## config.mk

```make
export PLATFORM = sky130hd
export DESIGN_NAME = reg_file_sb
export DESIGN_NICKNAME = d
export VERILOG_FILES = /design/src/rtl/reg_file_sb.sv
export SDC_FILE = /design/constraint.sdc
export NUM_CORES = 2
export LEC_CHECK = 0
export CORE_MARGIN = 5
export CORE_UTILIZATION = 55
export CTS_CLUSTER_DIAMETER = 60
export DETAILED_ROUTE_END_ITERATION = 8
export PLACE_DENSITY_LB_ADDON = 0.2
export SLEW_MARGIN = 20
export SYNTH_ARGS = -nofsm -noshare
export SYNTH_HDL_FRONTEND = slang
export SYNTH_SLANG_ARGS = --single-unit
```

## constraint.sdc

```tcl
create_clock -name clk -period 1.9 [get_ports clk]
set_input_delay 0.285 -clock clk [delete_from_list [all_inputs] [get_ports clk]]
set_output_delay 0.285 -clock clk [all_outputs]
set_load 0.02 [all_outputs]
```

## src/rtl/reg_file_sb.sv

```systemverilog
// General-purpose register file with combinational read ports,
// write-to-read bypass, optional zero register and pending-write scoreboard.
module reg_file_sb #(
  parameter int DATA_W   = 32,
  parameter int ADDR_W   = 5,
  parameter int NUM_RD   = 2,
  parameter int ZERO_REG = 1,
  parameter int BYPASS   = 1
) (
  input  logic                       clk,
  input  logic                       rst_n,
  input  logic                       wr_en,
  input  logic [ADDR_W-1:0]          wr_addr,
  input  logic [DATA_W-1:0]          wr_data,
  input  logic [NUM_RD*ADDR_W-1:0]   rd_addr,
  output logic [NUM_RD*DATA_W-1:0]   rd_data,
  output logic [NUM_RD-1:0]          rd_busy,
  input  logic                       set_en,
  input  logic [ADDR_W-1:0]          set_addr,
  input  logic                       flush,
  output logic                       any_busy
);

  localparam int DEPTH = 1 << ADDR_W;

  logic [DATA_W-1:0] regs [DEPTH];
  logic [DEPTH-1:0]  pend;
  logic [DEPTH-1:0]  pendNext;
  logic              wrZero;
  logic              setZero;
  logic              wrOk;
  logic              setOk;

  assign wrZero  = (ZERO_REG != 0) && (wr_addr == '0);
  assign setZero = (ZERO_REG != 0) && (set_addr == '0);
  assign wrOk    = wr_en && !wrZero;
  assign setOk   = set_en && !setZero;

  always_ff @(posedge clk or negedge rst_n) begin
    if (!rst_n) begin
      for (int i = 0; i < DEPTH; i++) begin
        regs[i] <= '0;
      end
    end else if (wrOk) begin
      regs[wr_addr] <= wr_data;
    end
  end

  // A new issue to the same register wins over the completing write.
  always_comb begin
    pendNext = pend;
    if (wrOk) begin
      pendNext[wr_addr] = 1'b0;
    end
    if (setOk) begin
      pendNext[set_addr] = 1'b1;
    end
  end

  always_ff @(posedge clk or negedge rst_n) begin
    if (!rst_n) begin
      pend <= '0;
    end else if (flush) begin
      pend <= '0;
    end else begin
      pend <= pendNext;
    end
  end

  assign any_busy = |pend;

  for (genvar k = 0; k < NUM_RD; k++) begin : gRd
    logic [ADDR_W-1:0] addr;
    logic [DATA_W-1:0] data;
    logic              isZero;
    logic              hit;

    assign addr   = rd_addr[k*ADDR_W +: ADDR_W];
    assign isZero = (ZERO_REG != 0) && (addr == '0);
    assign hit    = (BYPASS != 0) && wr_en &&
                    (wr_addr == addr) && !isZero;

    always_comb begin
      unique case (1'b1)
        isZero:  data = '0;
        hit:     data = wr_data;
        default: data = regs[addr];
      endcase
    end

    assign rd_data[k*DATA_W +: DATA_W] = data;
    assign rd_busy[k] = pend[addr] && !hit;
  end

endmodule

```

Yosys cells after proc, flatten, opt, wreduce, memory -nomap -nowiden

Cells that the tools add are included.

Register bits: 1056
Input port bits: 57
Output and inout bits: 67
Logic and storage cells: 95

Magnitude comparators: 10
Equality and inequality tests: 2
Muxes and demuxes: 22
Bitwise logic cells: 6
Reductions and logical operators: 22

Operators with widths:

| cell               | number |
|---|---|
| $bwmux 1024        | 1 |
| $bmux 32 s5        | 2 |
| $mux 32            | 8 |
| $demux 32 s5       | 1 |
| $pmux 32 s2        | 2 |
| $and 32x32->32     | 1 |
| $not 32->32        | 1 |
| $or 32x32->32      | 1 |
| $reduce_or 32->1   | 1 |
| $lt 5x6->1 const B | 4 |
| $logic_not 5->1    | 4 |
| $ge 6x6->1 const B | 3 |
| $not 5->6          | 3 |
| $logic_and 1x1->1  | 11 |
| $bmux 1 s5         | 2 |
| $demux 1 s5        | 2 |
| $eq 5x5->1         | 2 |
| $ge 5x1->1 const B | 2 |
| $logic_not 1->1    | 6 |
| $lt 6x1->1 const B | 1 |
| $mux 1             | 4 |

Depth between registers and ports, before layout

Depth after elaboration: 10
Depth in mapped cells: 9
Gate-level depth less buffers: 5

Worst setup path after synthesis

OpenSTA, ideal clock, no wires.

Path type: in2out
Start: in rd_addr[0]
End: out rd_data[11]
Arrival time: 1.798 ns
Data required time: 1.615 ns
Path slack: -0.183 ns
Stages: 7
Path buffers: 3
Cells stage by stage: buf_6 > buf_6 > buf_6 > mux4_2 > a22oi_1 > nand3_1 > a22o_1

Longest elaborated chain between the ends: 5
Elaborated cells between the ends (all ways): 10
Classes of those cells: eq/ne: 1; mux: 4; bitwise: 1; reduce/logical: 4

Ends and longest elaborated chain:

| item                                        | RTL line | source |
|---|---|---|
| from (decl)                                 | 15       | `input logic [NUM_RD*ADDR_W-1:0] rd_addr,` |
| $not 5->6 (not written as such)             | 87       | `default: data = regs[addr];` |
| $bmux 32 s5                                 | 87       |  |
| $mux 32 (not written as such) (2 in series) | 87       |  |
| $pmux 32 s2 *                               | 84       | `unique case (1'b1)` |
| to (decl)                                   | 16       | `output logic [NUM_RD*DATA_W-1:0] rd_data,` |

Every way passes the cells marked *; elsewhere a longest branch is shown, timed or not. The select of a mux whose other input is x is not followed.

Worst setup path after layout

Start: reg regs[91] in the netlist's numbering
End: out rd_data[27]

Longest elaborated chain between the ends: 4

Ends and longest elaborated chain:

| item                                        | RTL line | source |
|---|---|---|
| from (decl)                                 | 26       | `logic [DATA_W-1:0] regs [DEPTH];` |
| from (signal, indexed assignment)           | 45       | `regs[wr_addr] <= wr_data;` |
| $bmux 32 s5                                 | 87       |  |
| $mux 32 (not written as such) (2 in series) | 87       |  |
| $pmux 32 s2                                 | 84       |  |

No other way between the ends. The select of a mux whose other input is x is not followed.

==> reports/qor.yml <==
start_util_pct: 55.6
drtIter0Drc: 4811
violations: "negative setup slack"
rsz0062_at_grt: "yes"
finalInstanceArea_mm2: 0.0748
drc: 0
cts_sinks: 1056
cts_root_buffer: "clkbuf_16"
grt_pass1_wl_um: 312000
drt-total-wl_um: 213000
hold_viol_final: 0
cpPeakStageDelay_ns: 0.48
drtPass1Iterations: 6
r2r_cells: 4
critPathRequiredTime_ns: 1.62
netSwitchingPower_w: 0.0208
cellPowerDensity_mw_per_mm2: 970
setup-tns-final_ns: -54.30
max_freq_ghz: 0.346
period_needed_ns: 2.89
path_cells: "mux4_2, mux2_4, o211ai_1, nand3_1, buf_6, a22o_4, buf_6"
power_frac_seq_pct: 41.0
regArea_mm2: 0.0264
core_mm2: 0.104
io_pins: 124
pwr-share-comb_pct: 26.6
nets: 4842
status: "finished, violations left"
internal_power_w: 0.0518
r2r-start: "regs[123]"
synth-edff-count: 0
ys_types: 53
synth_common_cells: "dfrtp_1 (1,056), mux2_2 (983), mux4_2 (475)"
slew_headroom_pct: 30.1
htreeDepth: 3
pwr-share-clk_pct: 32.4
die_h_um: 334
clkTransAtPathRegs_ns: 0.07
hpwl_um: 146000
ir_drop_v: 0.000779
yosysMostFrequentCell: "dfrtp_1"
synth_area_leader_cell: "dfrtp_1"
end_kind: "output port"
placed_area_mm2: 0.0685
cts_buffers: 117
drive_above_1_share_pct: 62.7
insertion_delay_ns: 0.73
die_w_um: 334
clock-skew-final_ns: 0
p_sw_share_pct: 28.6
grt_max_degree: 98
synth_fp_nets: 4030
grt_pass1_vias: 45500
syn_to_final_growth_pct: 29.7
crit_top_cell: "buf_6"
vias: 43500
antenna_found_initial: 2
nFillCells: 6626
grt.overflow.total: 0
ant_nets: 0
synthArstFlopShare_pct: 100
p_total_w: 0.0726
synth_area_mm2: 0.0577
crit_arrival_ns: 2.60
layout_setup_ws_ns: -0.989
period_share_pct: 152
rrSetupSlack_ns: 0.78
yosys_register_bits: 1056
setup.worst_path.start: "regs[91]"
setup_viol: 67
cpLargestDelayFamily: "multiplexers"
vias_per_cell: 6.95
rows: 118
place.gp.congestion: 0.961
critical_path_class: "reg2out"
path_depth: 7
fin_cells: 6267
slew_viol_final: 0
netlist_top_cells_area: "dfrtp_1 (46%), mux2_2 (19%), mux4_2 (19%), mux2i_1 (3.4%), a22oi_1 (1.8%)"
post-place-ws_ns: -1.36
die_area_mm2: 0.111
wl_per_cell_um: 34.1
tritoncts: "built"
multi_input_area_mm2: 0.0311
avgSynthCellArea_um2: 14.5
dpl.cell_count: 5994
tightestPinTransition_ns: 1.05
p_leak_nw: 33.4
critPathCapture: "rd_data[27]"
r2r_end: "regs[123]"
cp_slowest_cell: "mux4_2"
portBuffers: 123
start_kind: "flop"
grt_usage_pct: 38.0
cp_num_buf_inv: 2
synthFlopType: "dfrtp_1"
path_max_fanout: 2
yosys_warnings: 0
drv_cap: 0
hold_path.class: "in2async"
synth_top_area_share_pct: 45.8
netlist_instances: 3973
clock_path_buffers: 3
yosysSeqAreaShare_pct: 45.8
==> power groups by stage <==
| stage | registers [W] | clock network [W] | logic [W] |
|---|---|---|---|
| after floorplan | 0.0290 | 0 | 0.0109 |
| after global placement | 0.0295 | 0 | 0.0172 |
| after detailed placement | 0.0298 | 0 | 0.0176 |
| after CTS | 0.0295 | 0.0237 | 0.0188 |
| after global routing | 0.0301 | 0.0246 | 0.0204 |
| final | 0.0297 | 0.0235 | 0.0193 |
==> layout by cell type, fill, tap and decap left out, types with 41 or more instances in the layout <==
| cell type | instances |
|---|---|
| buf_4 | 797 |
| buf_6 | 110 |
| a22oi_1 | 110 |
| mux2_2 | 975 |
| nor2_1 | 102 |
| mux2i_1 | 170 |
| dfrtp_1 | 1056 |
| mux4_2 | 475 |
| buf_12 | 180 |
| clkbuf_16 | 118 |
| a22o_4 | 41 |
==> cell families (layout without fill, tap and decap cells) <==
| group | after synthesis | count (layout) | share of synthesized area, % |
|---|---|---|---|
| buf+inv | 465 | 1374 | 4.00 |
| mux | 1672 | 1672 | 41.5 |
| other cells | 0 | 5 | 0 |
| flops | 1056 | 1056 | 45.8 |
| simple gates | 315 | 315 | 2.63 |
| compound gates | 455 | 455 | 5.91 |
| xor+xnor | 10 | 10 | 0.152 |
==> through the flow <==
| step | util [%] | hold WS [ns] |
|---|---|---|
| 4_1_cts | 71.6 | 0.0468 |
| 5_1_grt | 72.1 | 0.0681 |
| 3_5_place_dp | 66.0 | 0.197 |
| 6_report | 72.1 | 0.0651 |
| 2_1_floorplan | - | -0.0106 |
| 3_3_place_gp | 66.0 | 0.200 |
==> state kept, by name (all words and copies together), names as in the netlist <==
signal  flops
regs     1024
pend       32
==> worst min-delay path by stage <==
stage	cells past startpoint	to	start	slack (ns)
after global routing	2	regs[540]	rst_n	0.07
final	2	regs[892]	rst_n	0.07
after detailed placement	1	regs[540]	rst_n	0.20
after global placement	1	regs[540]	rst_n	0.20
after CTS	2	regs[892]	rst_n	0.05
after floorplan	0	pend[0]	rst_n	-0.01
==> what timing repair did <==
action / CTS / global route
setup endpoints to repair: 69 / 166
gates resized for setup: 610 / 88
pin swaps: 143 / 91
hold endpoints to repair: 623 / 0
gates cloned: 3 / 0
hold buffers: 1 / 0
setup buffers: 58 / 21
==> cell type report <==
cell class	count	area share, %
well taps	1380	2.31
flip-flops and latches	1056	35.3
clock buffers	164	4.46
repair buffers	1153	15.5
inverters	5	0.0251
multi-input cells	2452	41.5
clock inverters	52	0.833
diodes	5	0.0167
==> routing by layer <==
| metal | vias to the layer above | part of all wire, % | global-route usage [%] |
|---|---|---|---|
| met4 | 2 | 7.5 | 22.5 |
| met1 | 22800 | 37 | 49.2 |
| li1 | 17200 | - | - |
| met2 | 2738 | 45 | 57.5 |
| met5 | - | 0.0070 | 0 |
| met3 | 856 | 11 | 10.9 |
Note: power is estimated with default switching activity, not from simulation.
